===== config.mk =====
export PLATFORM = sky130hd
export DESIGN_NAME = norm_sched_flat
export DESIGN_NICKNAME = d
export VERILOG_FILES = /design/src/rtl/norm_sched_if.sv /design/src/rtl/norm_sched.sv /design/src/flat_wrapper.sv
export SDC_FILE = /design/constraint.sdc
export NUM_CORES = 1
export LEC_CHECK = 0
export ABC_CLOCK_PERIOD_IN_PS = 5300
export CAP_MARGIN = 20
export CORE_MARGIN = 2
export CORE_UTILIZATION = 41
export CTS_CLUSTER_DIAMETER = 50
export DETAILED_ROUTE_END_ITERATION = 8
export PLACE_DENSITY = 0.72
export SYNTH_ARGS = -nofsm -noshare
export SYNTH_HDL_FRONTEND = slang
export SYNTH_SLANG_ARGS = --single-unit

===== constraint.sdc =====
create_clock -name clk -period 5.3 [get_ports clk]
set_input_delay 0.53 -clock clk [delete_from_list [all_inputs] [get_ports clk]]
set_output_delay 0.53 -clock clk [all_outputs]
set_load 0.05 [all_outputs]

===== src/rtl/norm_sched_if.sv =====
// norm_sched_if: requester, normalization-unit and response signals shared by norm_sched and its users
// master: requesters/consumer side (drives req_valid, req_type, resp_ready)
// slave: scheduler side (drives req_ready, norm_en, norm_type, norm_sel, resp_valid, resp_id)
interface norm_sched_if #(
  parameter int NUM_REQ = 4
);
  localparam int SW = $clog2(NUM_REQ);
  logic [NUM_REQ-1:0] req_valid;
  logic [8*NUM_REQ-1:0] req_type;
  logic [NUM_REQ-1:0] req_ready;
  logic norm_en;
  logic [7:0] norm_type;
  logic [SW-1:0] norm_sel;
  logic resp_valid;
  logic [SW-1:0] resp_id;
  logic resp_ready;
  modport master (
    output req_valid, req_type, resp_ready,
    input req_ready, norm_en, norm_type, norm_sel, resp_valid, resp_id
  );
  modport slave (
    input req_valid, req_type, resp_ready,
    output req_ready, norm_en, norm_type, norm_sel, resp_valid, resp_id
  );
endinterface


===== src/rtl/norm_sched.sv =====
// norm_sched: round-robin scheduler sharing one normalization unit among NUM_REQ requesters, one job in flight
// clk, rst_n: rising-edge clock, asynchronous active-low reset
// bus: slave side of norm_sched_if (request grant, norm unit control, response handshake)
// soft_clear: synchronous clear of job_count; busy: high outside IDLE; job_count: completed jobs (wraps)
module norm_sched #(
  parameter int NUM_REQ = 4,
  parameter int LATENCY = 1,
  parameter int CNT_WIDTH = 16
) (
  input  logic                 clk,
  input  logic                 rst_n,
  norm_sched_if.slave          bus,
  input  logic                 soft_clear,
  output logic                 busy,
  output logic [CNT_WIDTH-1:0] job_count
);
  localparam int SW = $clog2(NUM_REQ);
  typedef enum logic [1:0] {IDLE, ISSUE, WAIT, RESP} state_t;
  state_t state_q, state_d;
  logic [SW-1:0] sel_q, sel_d, last_q, last_d, gidx, cand;
  logic [7:0] type_q, type_d;
  logic [3:0] wcnt_q, wcnt_d;
  logic [CNT_WIDTH-1:0] cnt_q, cnt_d;
  logic [SW:0] sum;
  logic found, hs;
  always_comb begin
    found = 1'b0;
    gidx = '0;
    sum = '0;
    cand = '0;
    // scan from last_grant+1 upward, wrapping modulo NUM_REQ; first hit wins
    for (int k = 1; k <= NUM_REQ; k++) begin
      sum = {1'b0, last_q} + (SW+1)'(k);
      cand = sum >= (SW+1)'(NUM_REQ) ? SW'(sum - (SW+1)'(NUM_REQ)) : SW'(sum);
      if (!found && bus.req_valid[cand]) begin
        found = 1'b1;
        gidx = cand;
      end
    end
  end
  always_comb begin
    state_d = state_q;
    sel_d = sel_q;
    type_d = type_q;
    wcnt_d = wcnt_q;
    last_d = last_q;
    hs = 1'b0;
    unique case (state_q)
      IDLE: if (found) begin
        state_d = ISSUE;
        sel_d = gidx;
        type_d = bus.req_type[{gidx, 3'b000} +: 8];
      end
      ISSUE: begin
        wcnt_d = 4'(LATENCY);
        state_d = WAIT;
      end
      WAIT: begin
        wcnt_d = wcnt_q - 4'd1;
        state_d = wcnt_q == 4'd1 ? RESP : WAIT;
      end
      RESP: if (bus.resp_ready) begin
        hs = 1'b1;
        last_d = sel_q;
        state_d = IDLE;
      end
      default: state_d = IDLE;
    endcase
    cnt_d = soft_clear ? '0 : cnt_q + CNT_WIDTH'(hs);
  end
  always_ff @(posedge clk or negedge rst_n) begin
    if (!rst_n) begin
      state_q <= IDLE;
      sel_q <= '0;
      type_q <= '0;
      wcnt_q <= '0;
      last_q <= SW'(NUM_REQ - 1);
      cnt_q <= '0;
    end else begin
      state_q <= state_d;
      sel_q <= sel_d;
      type_q <= type_d;
      wcnt_q <= wcnt_d;
      last_q <= last_d;
      cnt_q <= cnt_d;
    end
  end
  // grant is combinational in IDLE; rst_n gating keeps it quiet while reset is held
  assign bus.req_ready = (state_q == IDLE && found && rst_n) ? {{(NUM_REQ-1){1'b0}}, 1'b1} << gidx : '0;
  assign bus.norm_en = state_q == ISSUE;
  assign bus.norm_type = type_q;
  assign bus.norm_sel = sel_q;
  assign bus.resp_valid = state_q == RESP;
  assign bus.resp_id = sel_q;
  assign busy = state_q != IDLE;
  assign job_count = cnt_q;
endmodule


===== src/flat_wrapper.sv =====
// flat-port wrapper written by rule: the top's interface ports become plain ports
module norm_sched_flat 
#(
  parameter int NUM_REQ = 4,
  parameter int LATENCY = 1,
  parameter int CNT_WIDTH = 16
)
  (clk, rst_n, soft_clear, busy, job_count, bus_req_valid, bus_req_type, bus_resp_ready, bus_req_ready, bus_norm_en, bus_norm_type, bus_norm_sel, bus_resp_valid, bus_resp_id);
  norm_sched_if #(.NUM_REQ(NUM_REQ)) bus_i ();
  input  logic clk;
  input  logic rst_n;
  input  logic soft_clear;
  output logic busy;
  output logic [CNT_WIDTH-1:0] job_count;
  input wire logic [$bits(bus_i.req_valid)-1:0] bus_req_valid;
  input wire logic [$bits(bus_i.req_type)-1:0] bus_req_type;
  input wire logic [$bits(bus_i.resp_ready)-1:0] bus_resp_ready;
  output wire logic [$bits(bus_i.req_ready)-1:0] bus_req_ready;
  output wire logic [$bits(bus_i.norm_en)-1:0] bus_norm_en;
  output wire logic [$bits(bus_i.norm_type)-1:0] bus_norm_type;
  output wire logic [$bits(bus_i.norm_sel)-1:0] bus_norm_sel;
  output wire logic [$bits(bus_i.resp_valid)-1:0] bus_resp_valid;
  output wire logic [$bits(bus_i.resp_id)-1:0] bus_resp_id;
  assign bus_i.req_valid = bus_req_valid;
  assign bus_i.req_type = bus_req_type;
  assign bus_i.resp_ready = bus_resp_ready;
  assign bus_req_ready = bus_i.req_ready;
  assign bus_norm_en = bus_i.norm_en;
  assign bus_norm_type = bus_i.norm_type;
  assign bus_norm_sel = bus_i.norm_sel;
  assign bus_resp_valid = bus_i.resp_valid;
  assign bus_resp_id = bus_i.resp_id;
  norm_sched #(.NUM_REQ(NUM_REQ), .LATENCY(LATENCY), .CNT_WIDTH(CNT_WIDTH)) u_core (.clk(clk), .rst_n(rst_n), .bus(bus_i), .soft_clear(soft_clear), .busy(busy), .job_count(job_count));
endmodule

* Word-level counts from Yosys, hierarchy flattened
Index checks and enable logic that the tools add are counted.
** Storage, ports and cells
- Bits in registers :: 34
- Bits in latches :: 0
- Memory bits (writable) :: 0
- Memory bits (read-only) :: 0
- Bits of input ports :: 40
- Output and inout bits :: 35
- Word-level logic and storage cells :: 75
- Memories :: 0
** Operators by class
- $add $sub $neg :: 10
- Multiply operators :: 0
- Divide/modulo/power cells :: 0
- $lt $le $gt $ge :: 8
- Eq/ne operators :: 6
- Shifts and indexed selects :: 2
- Mux-type cells :: 29
- Bitwise logic cells :: 0
- Reductions and logical operators :: 14
** Operator list (number)
- indexed part select 32 x 6 -> 8 bit :: 1
- two-way mux 2 bit :: 10
- adder 16 x 1 -> 16 bit :: 1
- two-way mux 16 bit :: 1
- >= comparator 3 bit (second input constant) :: 4
- < comparator 2 x 3 -> 1 bit (second input constant) :: 4
- two-way mux 1 bit :: 11
- binary-select mux 1 bit (select 2 bit) :: 4
- case mux 2 bit (4 select lines) :: 1
- case mux 4 bit (2 select lines) :: 1
- subtractor 2 x 1 -> 2 bit (second input constant) :: 4
- adder 2 x 2 -> 3 bit (second input constant) :: 2
- AND reduction 2 bit :: 3
- logical AND 1 bit :: 5
- equality test 2 bit (second input constant) :: 2
- equality test 4 x 1 -> 1 bit (second input constant) :: 1
- two-way mux 4 bit :: 1
- nonzero test 2 bit :: 2
- << shifter 1 x 2 -> 4 bit (first input constant) :: 1
- subtractor 4 x 1 -> 4 bit (second input constant) :: 1
- adder 2 x 1 -> 3 bit (second input constant) :: 1
- adder 2 x 3 -> 3 bit (second input constant) :: 1
- zero test 1 bit :: 3
- equality test 2 x 1 -> 1 bit (second input constant) :: 1
- 3 further kinds :: 3

* Longest topological paths before layout
Gate-level depths: netlist (run 1).
- Depth in word-level cells :: 18
- Depth in mapped cells :: 9
- Mapped depth without buffers :: 9

* Least setup slack after synthesis (run 1)
Ideal clock, no wire load.
- Path kind :: register -> output
- Start point :: register u_core.state_q[0]
- End point :: output bus_req_ready[2]
- Arrival :: 2123 ps
- Data required time :: 4770 ps
- Setup slack :: 2647 ps
- Stages on the path, launching flop included :: 8
- Path buffers :: 1
- Path through :: dfrtp_1 > inv_1 > ha_1 > inv_1 > nor2_1 > clkbuf_1 > nand3_1 > nor2_1
** Between the ends
- Longest elaborated chain between the ends :: 4
** Ends and longest elaborated chain
- from (decl) :: RTL line norm_sched.sv:19 : state_t state_q, state_d;
- from (signal assigned) :: RTL line norm_sched.sv:80 : state_q <= state_d;
- zero test 2 bit :: RTL line norm_sched.sv:89 : assign bus.req_ready = (state_q == IDLE && found && rst_n) ? {{(NUM_REQ-1){1'b0}}, 1'b1} << gidx : '0;
- logical AND 1 bit (2 in series) :: RTL line norm_sched.sv:89
- two-way mux 4 bit :: RTL line norm_sched.sv:89
- to (decl) :: RTL line flat_wrapper.sv:18 : output wire logic [$bits(bus_i.req_ready)-1:0] bus_req_ready;
Every way passes these cells.

* Worst setup path in the final report (run 1)
- Start point :: input bus_req_valid[0]
- End point :: output bus_req_ready[2]
** Between the ends
- Longest elaborated chain between the ends :: 15
- Elaborated cells between the ends (all ways) :: 26
- Classes of those cells :: shift (1); mux (17); reduce/logical (8)
** Ends and longest elaborated chain
- from (decl) :: RTL line flat_wrapper.sv:15 : input wire logic [$bits(bus_i.req_valid)-1:0] bus_req_valid;
- binary-select mux 1 bit (select 2 bit) :: RTL line norm_sched.sv:35 : if (!found && bus.req_valid[cand]) begin
- two-way mux 1 bit (implied by the code) :: RTL line norm_sched.sv:35
- two-way mux 1 bit :: RTL line norm_sched.sv:35
- zero test 1 bit :: RTL line norm_sched.sv:35
- logical AND 1 bit :: RTL line norm_sched.sv:35
- two-way mux 1 bit :: RTL line norm_sched.sv:35
- zero test 1 bit :: RTL line norm_sched.sv:35
- logical AND 1 bit :: RTL line norm_sched.sv:35
- two-way mux 1 bit :: RTL line norm_sched.sv:35
- zero test 1 bit :: RTL line norm_sched.sv:35
- logical AND 1 bit :: RTL line norm_sched.sv:35
- two-way mux 1 bit :: RTL line norm_sched.sv:35
- logical AND 1 bit (2 in series) :: RTL line norm_sched.sv:89
- two-way mux 4 bit (*) :: RTL line norm_sched.sv:89
Every way passes the cells marked *; elsewhere a longest branch is shown, timed or not. The select of a mux whose other input is x is not followed.

==> results of run 1 <==
## cell families after synthesis
kind of cell,Yosys count,share of synthesized area
AND/OR/NAND/NOR,73,0.191
AO/OA/AOI/OAI,52,0.176
flip-flops,34,0.419
buffers and inverters,17,0.0461
XOR/XNOR,12,0.0516
multiplexers,12,0.0608
adder cells (fa/ha/maj),9,0.0553
## stage by stage
stage,area [sq um],cells,total power [uW],utilization
finish,2890,351,1320,0.609
global placement,2810,343,1130,0.591
floorplan,2040,209,935,-
detailed placement,2810,343,1140,0.591
global route,2890,351,1410,0.609
CTS,2890,351,1330,0.609
## how the worst max path moves through the flow
stage,start,to,slack [ns],depth (start not counted)
final,bus_req_valid[0],bus_req_ready[2],1.88,7
after global routing,bus_req_valid[1],bus_req_ready[2],1.65,7
after CTS,bus_req_valid[1],bus_req_ready[2],1.86,7
after detailed placement,bus_req_valid[1],bus_req_ready[2],1.86,7
after global placement,bus_req_valid[1],bus_req_ready[2],1.89,7
after floorplan,u_core.state_q[0]$_DFFE_PN0P_,bus_req_ready[2],2.65,7
## cells in the final DEF (no fill, tap or decap), types with 2 or more instances in the layout
cell type / instances
a21oi_1: 6
a221oi_1: 8
and3_1: 5
buf_4: 2
clkbuf_8: 5
clkdlybuf4s50_1: 74
clkinv_2: 2
dfrtp_1: 32
dfstp_2: 2
ha_1: 9
inv_1: 8
mux2_2: 3
mux2i_1: 9
nand2_1: 17
nand3_1: 10
nor2_1: 24
nor2b_1: 3
o21ai_0: 16
o21ai_1: 4
o22ai_1: 8
or3_1: 4
xnor2_1: 4
xor2_1: 8
## cell type report
type                            count  area, sq um
Clock buffer                        6         72.6
Clock inverter                      2         10.0
Fill cell                         442         1860
Inverter                            8         30.0
Multi-Input combinational cell    158         1090
Sequential cell                    34          853
Tap cell                           67         83.8
Timing Repair Buffer               76          756
## worst max-delay path: stages
cell and delay (ns):
clkdlybuf4s50_1 0.54, o21ai_1 0.18, o21ai_1 0.12, a221oi_4 0.46, nand3_1 0.15, nor2_1 0.11, clkdlybuf4s50_1 0.81
## power breakdown
part / internal [uW] / switching, uW / leakage (uW)
logic: 284 / 463 / 0.000767
clock network: 91.0 / 92.6 / 0.0000450
registers: 328 / 60.0 / 0.000431
## metal layers
| layer | wire [um] | vias up |
|---|---|---|
| li1 | - | 893 |
| met1 | 2240 | 834 |
| met2 | 2560 | 33 |
| met3 | 161 | 8 |
| met4 | 74 | 0 |
| met5 | 0 | - |
## state kept, by name, summed over array words and instances, names as in the netlist
signal                flops
u_core.wcnt_q             4
u_core.job_count         16
u_core.bus.norm_sel       2
u_core.last_q             2
u_core.state_q            2
u_core.bus.norm_type      8
==> results.toml, run 1 <==
[synthesis]
ys_top_cells_by_area = "dfrtp_1 (39%), ha_1 (5.5%), mux2i_1 (4.4%)"
synth_top_area_share = 0.393
ys_async_sr_fraction = 1.00
synth_warnings = 0
synth_fp_nets = 258
synth-seq-cells = 34
synthFlopType = "dfrtp_1"
synth_top_area_cell = "dfrtp_1"
syn-instance-count = 209
synth_area_sq_um = 2040
synth.distinct_cells = 43
synth_common_cells = "dfrtp_1 (32), nor2_1 (24), nand2_1 (17)"
synth_most_common_cell = "dfrtp_1"
yosysSeqAreaShare = 0.419
syn_avg_cell_area_sq_um = 9.74
synth_edf_count = 0

[global_route]
grtUsageTotal = 0.186
grt_max_degree = 31
grt_pass1_vias = 1688
grt-ovfl-total = 0
gr-usage-met2 = 0.293
grt_pass1_wl_um = 7870
busiest_layer = "met2"
use_met3 = 0.0515
antenna_found_initial = 0
gr-usage-met1 = 0.246

[sta]
finalCritPeriodShare = 0.646
finalWorstSetupSlack_ns = 1.88
max_freq_mhz = 292
fin_skew_ns = 0.00987
fin_tns_setup_ns = 0
rsz0062_at_grt = "no"
setup_viol = 0
fin_crit_ns = 3.42
hold_viol_final = 0
slew_violations = 0
holdWs_ns = 0.492
tightest_slew_ns = 0.623
slew_headroom = 0.583

[setup_path]
worstReg2RegStart = "u_core.state_q[0]$_DFFE_PN0P_"
rr_endpoint = "u_core.job_count[13]$_DFF_PN0_"
crit_type = "in -> out"
startpoint_type = "input port"
crit_required_ns = 4.77
reg2reg_setup_slack_ns = 3.37
cp_data_arrival_time_ns = 2.89
cp_max_fo = 10
rr_worst_depth = 9
end_kind = "primary output"

[route]
vias = 1768
ant_nets = 0
totalWireLength_um = 5030
drtIter0Drc = 54
drt_pass1_iterations = 4
drc = 0
avgViaCountPerCell = 5.04
wl_per_cell_um = 14.3

[worst_hold_path]
hold_path_class = "reg -> reg"
whs_path_depth = 1
hold_start = "u_core.wcnt_q[3]$_DFFE_PN0P_"
holdPathEnd = "u_core.wcnt_q[3]$_DFFE_PN0P_"

[placed_design]
port_buffers = 74
place_hpwl_um = 3810
preCtsSetupSlack_ns = 1.86
place.gp.congestion = 0.833

[layout]
area_growth_pct = 42.2
layout.nets = 332
drive_above_1_share = 0.0739
antenna-diode-count = 0

[die]
core_sq_um = 4750
core.rowCount = 25
die-height_um = 74.5
dieWidth_um = 74.5
die_area_sq_um = 5550
pin_count = 75
start_util = 0.428

[cts]
post-cts-setup-buffers = 0
ctsResizeCount = 0
cts-buffers-inserted = 5
cts_root_buf = "clkbuf_8"
ctsLongestPathBuffers = 2
worstSkewPairLatency_ns = 0.28
clock_sinks = 34
cts_tree = "yes"
postCtsHoldBufs = 0
cts_max_level = 2
clk_pin_slew_worst_paths_ns = 0.07

[pwr]
p_leak_uw = 0.00124
power.density_nw_per_um2 = 455
vdd_drop_max_mv = 0.257

[run]
cap_viol_max_count = 0

[status]
status = "complete, no violations"
Power figures use the tool's default switching activity.
==> run 2, diff against run 1 <==
Settings changed: ABC_CLOCK_PERIOD_IN_PS 5300 to 3240.
Clock period 5.3 ns to 3.24 ns, I/O delays scaled along.
==> run 2 against run 1 <==
Effect of this change:
- setup slack got worse by 1.1 ns
- combinational power grew 68%
- sequential share of layout area fell by 0.41 points
- final cell count unchanged
- hold slack lost 0.17 ns
- sequential power is 64% higher
- clock power grew 66%
- first-iteration DRC count increased by 48%
- final area grew 1.4%
- core utilization grew 0.87 points
- non-clock buffer count stayed put
- register-to-register slack worse by 2.1 ns
- critical path type unchanged
- largest cell class unchanged
==> results.toml, run 2 (same netlist as run 1, synthesis figures left out) <==
[die]
core_sq_um = 4750
die-height_um = 74.5
die_area_sq_um = 5550
pin_count = 75
start_util = 0.428
core.rowCount = 25
dieWidth_um = 74.5

[sta]
fin_crit_ns = 2.47
slew_headroom = 0.591
finalWorstSetupSlack_ns = 0.772
rsz0062_at_grt = "no"
hold_viol_final = 0
max_freq_mhz = 405
fin_tns_setup_ns = 0
tightest_slew_ns = 0.612
setup_viol = 0
fin_skew_ns = 0.00398
finalCritPeriodShare = 0.762
slew_violations = 0

[global_route]
grt-ovfl-total = 0
grt_pass1_wl_um = 7910
grt_pass1_vias = 1703
grtUsageTotal = 0.189
antenna_found_initial = 0
grt_max_degree = 31

[setup_path]
crit_type = "in -> out"
reg2reg_setup_slack_ns = 1.32
crit_start = "bus_req_valid[1]"
crit_end = "bus_req_ready[2]"
cp_max_fo = 10
crit_required_ns = 2.92
startpoint_type = "input port"
worstReg2RegStart = "u_core.state_q[0]$_DFFE_PN0P_"
cp_data_arrival_time_ns = 2.14
rr_worst_depth = 9
rr_endpoint = "u_core.job_count[13]$_DFF_PN0_"
end_kind = "primary output"

[route]
drt_pass1_iterations = 4
avgViaCountPerCell = 5.12
drc = 0
ant_nets = 0
vias = 1797
drtIter0Drc = 80
wl_per_cell_um = 14.9
totalWireLength_um = 5220

[pwr]
power.density_nw_per_um2 = 747
p_leak_uw = 0.00126
vdd_drop_max_mv = 0.390

[cts]
postCtsHoldBufs = 0
worstSkewPairLatency_ns = 0.28
cts_max_level = 2
clock_sinks = 34
cts-buffers-inserted = 5
clk_pin_slew_worst_paths_ns = 0.07
ctsLongestPathBuffers = 2
post-cts-setup-buffers = 0
ctsResizeCount = 0
cts_root_buf = "clkbuf_8"
cts_tree = "yes"

[placed_design]
place_hpwl_um = 4020
port_buffers = 74
place.gp.congestion = 0.855
preCtsSetupSlack_ns = 0.764

[layout]
area_growth_pct = 44.2
layout.nets = 332
antenna-diode-count = 0
largest_register_ffs = 16
drive_above_1_share = 0.0845
mostFrequentLayoutCells = "clkdlybuf4s50_1 (70), dfrtp_1 (32), nor2_1 (24)"
final_common_cell = "clkdlybuf4s50_1"

[worst_hold_path]
hold_path_class = "in -> async"

[status]
status = "complete, no violations"

[run]
cap_viol_max_count = 0
-- run 2: cell types whose count changed in the layout (fill, tap and decap cells not counted) --
cell	before	now
clkdlybuf4s50_1	74	70
buf_12	0	4
clkinv_2	2	0
clkinvlp_4	0	1
clkbuf_1	1	2
-- run 2: layer usage --
metal,track usage,part of all wire,vias up
met5,0,0,-
met4,0.0675,0.015,0
met3,0.0352,0.035,9
met2,0.309,0.50,34
met1,0.252,0.45,860
li1,-,-,894
-- run 2: area by class of cell --
class	instances	area, sq um
sequential	34	853
clock inverter	1	7.51
multi-input combinational	158	1090
timing repair buffer	76	796
inverter	8	30.0
tap	67	83.8
clock buffer	7	76.3
fill	417	1820
-- run 2: worst max-delay path, cell delays in order --
cell             delay (ns)
clkdlybuf4s50_1        0.56
o21ai_1                0.18
o21ai_1                0.11
a221oi_4               0.45
nand3_1                0.15
nor2_1                 0.20
buf_12                 0.16
-- run 2: worst min path at each step --
stage / end / slack [ns] / startpoint / cells past startpoint
2_1_floorplan: u_core.bus.norm_sel[0]$_DFFE_PN0P_ / 0.03 / rst_n / 0
3_3_place_gp: u_core.wcnt_q[3]$_DFFE_PN0P_ / 0.48 / u_core.wcnt_q[3]$_DFFE_PN0P_ / 1
3_5_place_dp: u_core.wcnt_q[3]$_DFFE_PN0P_ / 0.48 / u_core.wcnt_q[3]$_DFFE_PN0P_ / 1
4_1_cts: u_core.bus.norm_type[7]$_DFFE_PN0P_ / 0.31 / rst_n / 1
5_1_grt: u_core.bus.norm_type[3]$_DFFE_PN0P_ / 0.33 / rst_n / 1
6_report: u_core.bus.norm_type[7]$_DFFE_PN0P_ / 0.32 / rst_n / 1
-- run 2: stage by stage --
| step | power [uW] | std cells | hold WS [ns] | cell area, sq um | utilization |
|---|---|---|---|---|---|
| after floorplan | 1530 | 209 | 0.0284 | 2040 | - |
| after global placement | 1880 | 343 | 0.480 | 2850 | 0.600 |
| after detailed placement | 1900 | 343 | 0.485 | 2850 | 0.600 |
| after CTS | 2210 | 351 | 0.312 | 2940 | 0.617 |
| after global routing | 2340 | 351 | 0.330 | 2940 | 0.617 |
| final | 2190 | 351 | 0.319 | 2940 | 0.617 |
-- run 2: power breakdown --
group | leakage, uW | internal, uW | switching [uW]
Sequential | 0.000431 | 537 | 97.6
Combinational | 0.000787 | 477 | 775
Clock | 0.0000385 | 152 | 154
Total | 0.00126 | 1170 | 1030
==> run 3, diff against run 2 <==
Settings changed: ABC_CLOCK_PERIOD_IN_PS 3240 to 2500.
Clock period 3.24 ns to 2.5 ns, I/O delays scaled along.
==> run 3 against run 2 <==
Effect of this change:
- flip-flop and latch count unchanged
- register-to-register slack worse by 0.73 ns
- core utilization up 0.29 points
==> results.toml, run 3 (same netlist as run 1, synthesis figures left out) <==
[status]
status = "complete, no violations"

[global_route]
grtUsageTotal = 0.191
grt-ovfl-total = 0
grt_pass1_vias = 1699
grt_pass1_wl_um = 7980
antenna_found_initial = 0
grt_max_degree = 30

[route]
totalWireLength_um = 5170
ant_nets = 0
drtIter0Drc = 65
drt_pass1_iterations = 4
vias = 1809
avgViaCountPerCell = 5.12
wl_per_cell_um = 14.6
drc = 0

[die]
dieWidth_um = 74.5
pin_count = 75
die_area_sq_um = 5550
die-height_um = 74.5
core.rowCount = 25
start_util = 0.428
core_sq_um = 4750

[layout]
layout.nets = 334
mostFrequentLayoutCells = "clkdlybuf4s50_1 (70), dfrtp_1 (32), nor2_1 (24)"
finalNonFillerCells = 353
largest_register_ffs = 16
antenna-diode-count = 0
final_common_cell = "clkdlybuf4s50_1"
drive_above_1_share = 0.0944
area_growth_pct = 44.9

[placed_design]
place.gp.congestion = 0.827
port_buffers = 74
place_hpwl_um = 3940
dp.cells = 345

[cts]
clk_pin_slew_worst_paths_ns = 0.07
cts_tree = "yes"
worstSkewPairLatency_ns = 0.29
cts_root_buf = "clkbuf_8"
post-cts-setup-buffers = 0
clock_sinks = 34
postCtsHoldBufs = 0
ctsResizeCount = 0
cts-buffers-inserted = 5
ctsLongestPathBuffers = 2
cts_max_level = 2

[setup_path]
cp_data_arrival_time_ns = 1.98
rr_worst_depth = 9
crit_type = "in -> out"
crit_chain = "clkdlybuf4s50_1 -> nor4_1 -> nor2_1 -> buf_4 -> and3_1 -> buf_12"
reg2reg_setup_slack_ns = 0.59
startpoint_type = "input port"
crit_required_ns = 2.25
crit_path_max_incr_delay_ns = 0.53
cpMaxStageDelayCell = "clkdlybuf4s50_1"
end_kind = "primary output"
cp_max_fo = 12

[sta]
hold_viol_final = 0
slew_violations = 0
rsz0062_at_grt = "no"
setup_viol = 0
finalCritPeriodShare = 0.891
fin_skew_ns = 0.00819
tightest_slew_ns = 0.612
fin_crit_ns = 2.23
fin_tns_setup_ns = 0
slew_headroom = 0.591
max_freq_mhz = 449

[pwr]
p_clk_frac = 0.140
swShare = 0.468
vdd_drop_max_mv = 0.538
p_int_uw = 1530
p_leak_uw = 0.00127
power.density_nw_per_um2 = 973
power_frac_seq = 0.287
p_switching_uw = 1340
pwr-share-comb = 0.573

[run]
cap_viol_max_count = 0

[worst_hold_path]
hold_path_class = "in -> async"
==> run 3: layout make-up <==
type | count | area [sq um]
repair buffers | 78 | 811
fillers | 411 | 1810
inverters | 8 | 30.0
clock buffers | 6 | 72.6
well taps | 67 | 83.8
flip-flops and latches | 34 | 853
multi-input cells | 158 | 1090
clock inverters | 2 | 10.0
==> run 3: power groups by stage <==
stage	clock network, uW	logic, uW	registers (uW)
after global routing	436	1780	846
final	401	1640	825
after floorplan	0	908	1070
after detailed placement	0	1640	832
after global placement	0	1630	825
after CTS	409	1650	822
==> run 3: worst max-delay path, delay by kind of cell <==
family                 cells  cell delay, ns
and+or+nand+nor            3            0.83
buffers and inverters      3            0.88
==> run 3: worst paths after layout <==
kind,start,endpoint
worst max-delay path,bus_req_valid[3],bus_req_ready[1]
worst min-delay path,rst_n,u_core.bus.norm_type[0]$_DFFE_PN0P_
worst max register to register,u_core.state_q[0]$_DFFE_PN0P_,u_core.job_count[13]$_DFF_PN0_
worst min register to register,u_core.wcnt_q[3]$_DFFE_PN0P_,u_core.wcnt_q[3]$_DFFE_PN0P_
max in group asynchronous,rst_n,u_core.last_q[0]$_DFFE_PN1N_
min in group clk,u_core.wcnt_q[3]$_DFFE_PN0P_,u_core.wcnt_q[3]$_DFFE_PN0P_
==> run 3: per-layer routing <==
metal	share of wire	up-vias	track usage	wire, um
li1	-	894	-	-
met1	0.45	883	0.256	2330
met2	0.51	25	0.306	2610
met3	0.027	7	0.0312	137
met4	0.017	0	0.0833	90
met5	0	-	0	0
==> run 3: stage by stage <==
| stage | utilization | worst slack [ns] | area [sq um] | hold WS, ns | power [uW] |
|---|---|---|---|---|---|
| floorplan | - | 0.127 | 2040 | -0.0456 | 1980 |
| global placement | 0.603 | 0.356 | 2870 | 0.476 | 2450 |
| detailed placement | 0.603 | 0.269 | 2870 | 0.486 | 2470 |
| CTS | 0.620 | 0.258 | 2950 | 0.260 | 2880 |
| global route | 0.620 | 0.102 | 2950 | 0.275 | 3060 |
| finish | 0.620 | 0.272 | 2950 | 0.252 | 2870 |
==> variant: new RTL, config.mk and constraints of run 3 <==
Register the output `job_count` once more; this adds one clock of latency there. The other outputs are not delayed to match.
--- a/src/rtl/norm_sched.sv
+++ b/src/rtl/norm_sched.sv
@@ -94,5 +94,7 @@
   assign bus.resp_id = sel_q;
   assign busy = state_q != IDLE;
-  assign job_count = cnt_q;
+  always_ff @(posedge clk) begin
+    job_count <= cnt_q;
+  end
 endmodule
 
Function: changed (a bounded check fails within 10 cycles, from zero or initial values and one cycle with rst_n low).
==> variant against run 3 <==
  * Synthesized area up 16%
  * Sequential cell count is 16 higher
  * Utilization decreased by 2.0 points
  * Total power increased by 18%
  * Worst setup slack improved by 44 ps
  * Highest routed layer unchanged
  * Design area is 13% higher
  * Routed wire length up 3.9%
  * Count of clock-buffer cells in the layout did not move
==> variant: results (changes against run 3) <==
routing:
  via_per_inst: 5.17  # +0.86%
  drtIter0Drc: 91  # +40%
  routed_wl_mm: 5.37  # +3.9%
clocking:
  cts_setup_buffers: 0  # unchanged
  cts_htree_levels: 2  # unchanged
  path_clk_slew_ps: 90  # +20 ps
layout:
  nFillCells: 480  # +17%
  stdcell_count: 373  # +5.7%
  nets: 349  # +4.5%
  drive_gt1_share_pct: 8.97  # -0.47 points
power_and_ir_drop:
  intPower_mw: 2.01  # +31%
  ir_drop_mv: 0.590  # +9.5%
  p_leak_nw: 1.42  # +12%
critical_path:
  arrival_ps: 1930  # -50 ps
  cpMaxStageDelayCell: "dfstp_2"
  cp-startpoint: "u_core.last_q[1]"
  rr_worst_depth: 5  # -4
  r2r_end: "u_core.bus.norm_type[2]"
  crit_end: "bus_req_ready[3]"
  worst-path-max-fanout: 10  # -2
  critPathMaxStageDelay_ps: 640  # +110 ps
  reg2reg_slack_ps: 610  # +20 ps
  cp_top_family: "flip-flops"
placement:
  dpl.hpwl_mm: 4.10  # +4.3%
  placed_cell_area_um2: 3190  # +11%
  gp_congestion: 0.807  # -2.5%
  place_ws_ps: 326  # +57.3 ps
synth:
  synth_cell_types: 44  # +2.3%
  synth_commonest_cells: "dfrtp_1, nor2_1, nand2_1"
  muxShareOfSynthArea_pct: 5.26  # -0.83 points
  synth_seq_area_share_pct: 49.8  # +7.9 points
  synth_fa_ha_area_share_pct: 4.78  # -0.75 points
  async_reset_ff_share_pct: 68.0  # -32 points
  synth_compound_gate_area_share_pct: 15.2  # -2.4 points
  syn-instance-count: 225  # +7.7%
global_route:
  grt_overflow: 0  # unchanged
  grt_pass1_vias: 1802  # +6.1%
  grt_pass1_wl_mm: 8.64  # +8.2%
  grt_max_degree: 35  # +17%
status:
  status: "finished clean"
min_path:
  worstHoldPathType: "register to register"
sta:
  relSlewSlack_pct: 59.8  # +0.69 points
  max_freq_mhz: 458  # +2.0%
  clock_skew_ps: 7.39  # -0.803 ps
==> variant: routing by layer <==
layer | GRT usage [%] | part of all wire [%] | vias to the layer above
met5 | 0 | 0 | -
met4 | 4.58 | 1.1 | 0
met3 | 5.54 | 10 | 5
met2 | 28.2 | 45 | 82
met1 | 22.6 | 44 | 896
li1 | - | - | 945
==> variant: area by class of cell <==
class / count / area, um2 / area share (%)
clock buffer: 6 / 82.6 / 2.48
multi-input combinational: 158 / 1090 / 32.7
tap: 72 / 90.1 / 2.71
inverter: 8 / 30.0 / 0.902
timing repair buffer: 77 / 803 / 24.1
clock inverter: 2 / 60.1 / 1.80
sequential: 50 / 1170 / 35.3
==> variant: power by group through the flow <==
stage / logic, mW / clock network, mW / registers (mW)
final: 1.62 / 0.682 / 1.08
after global routing: 1.75 / 0.738 / 1.11
after CTS: 1.64 / 0.703 / 1.08
after detailed placement: 1.63 / 0 / 1.10
after global placement: 1.61 / 0 / 1.09
after floorplan: 0.908 / 0 / 1.34
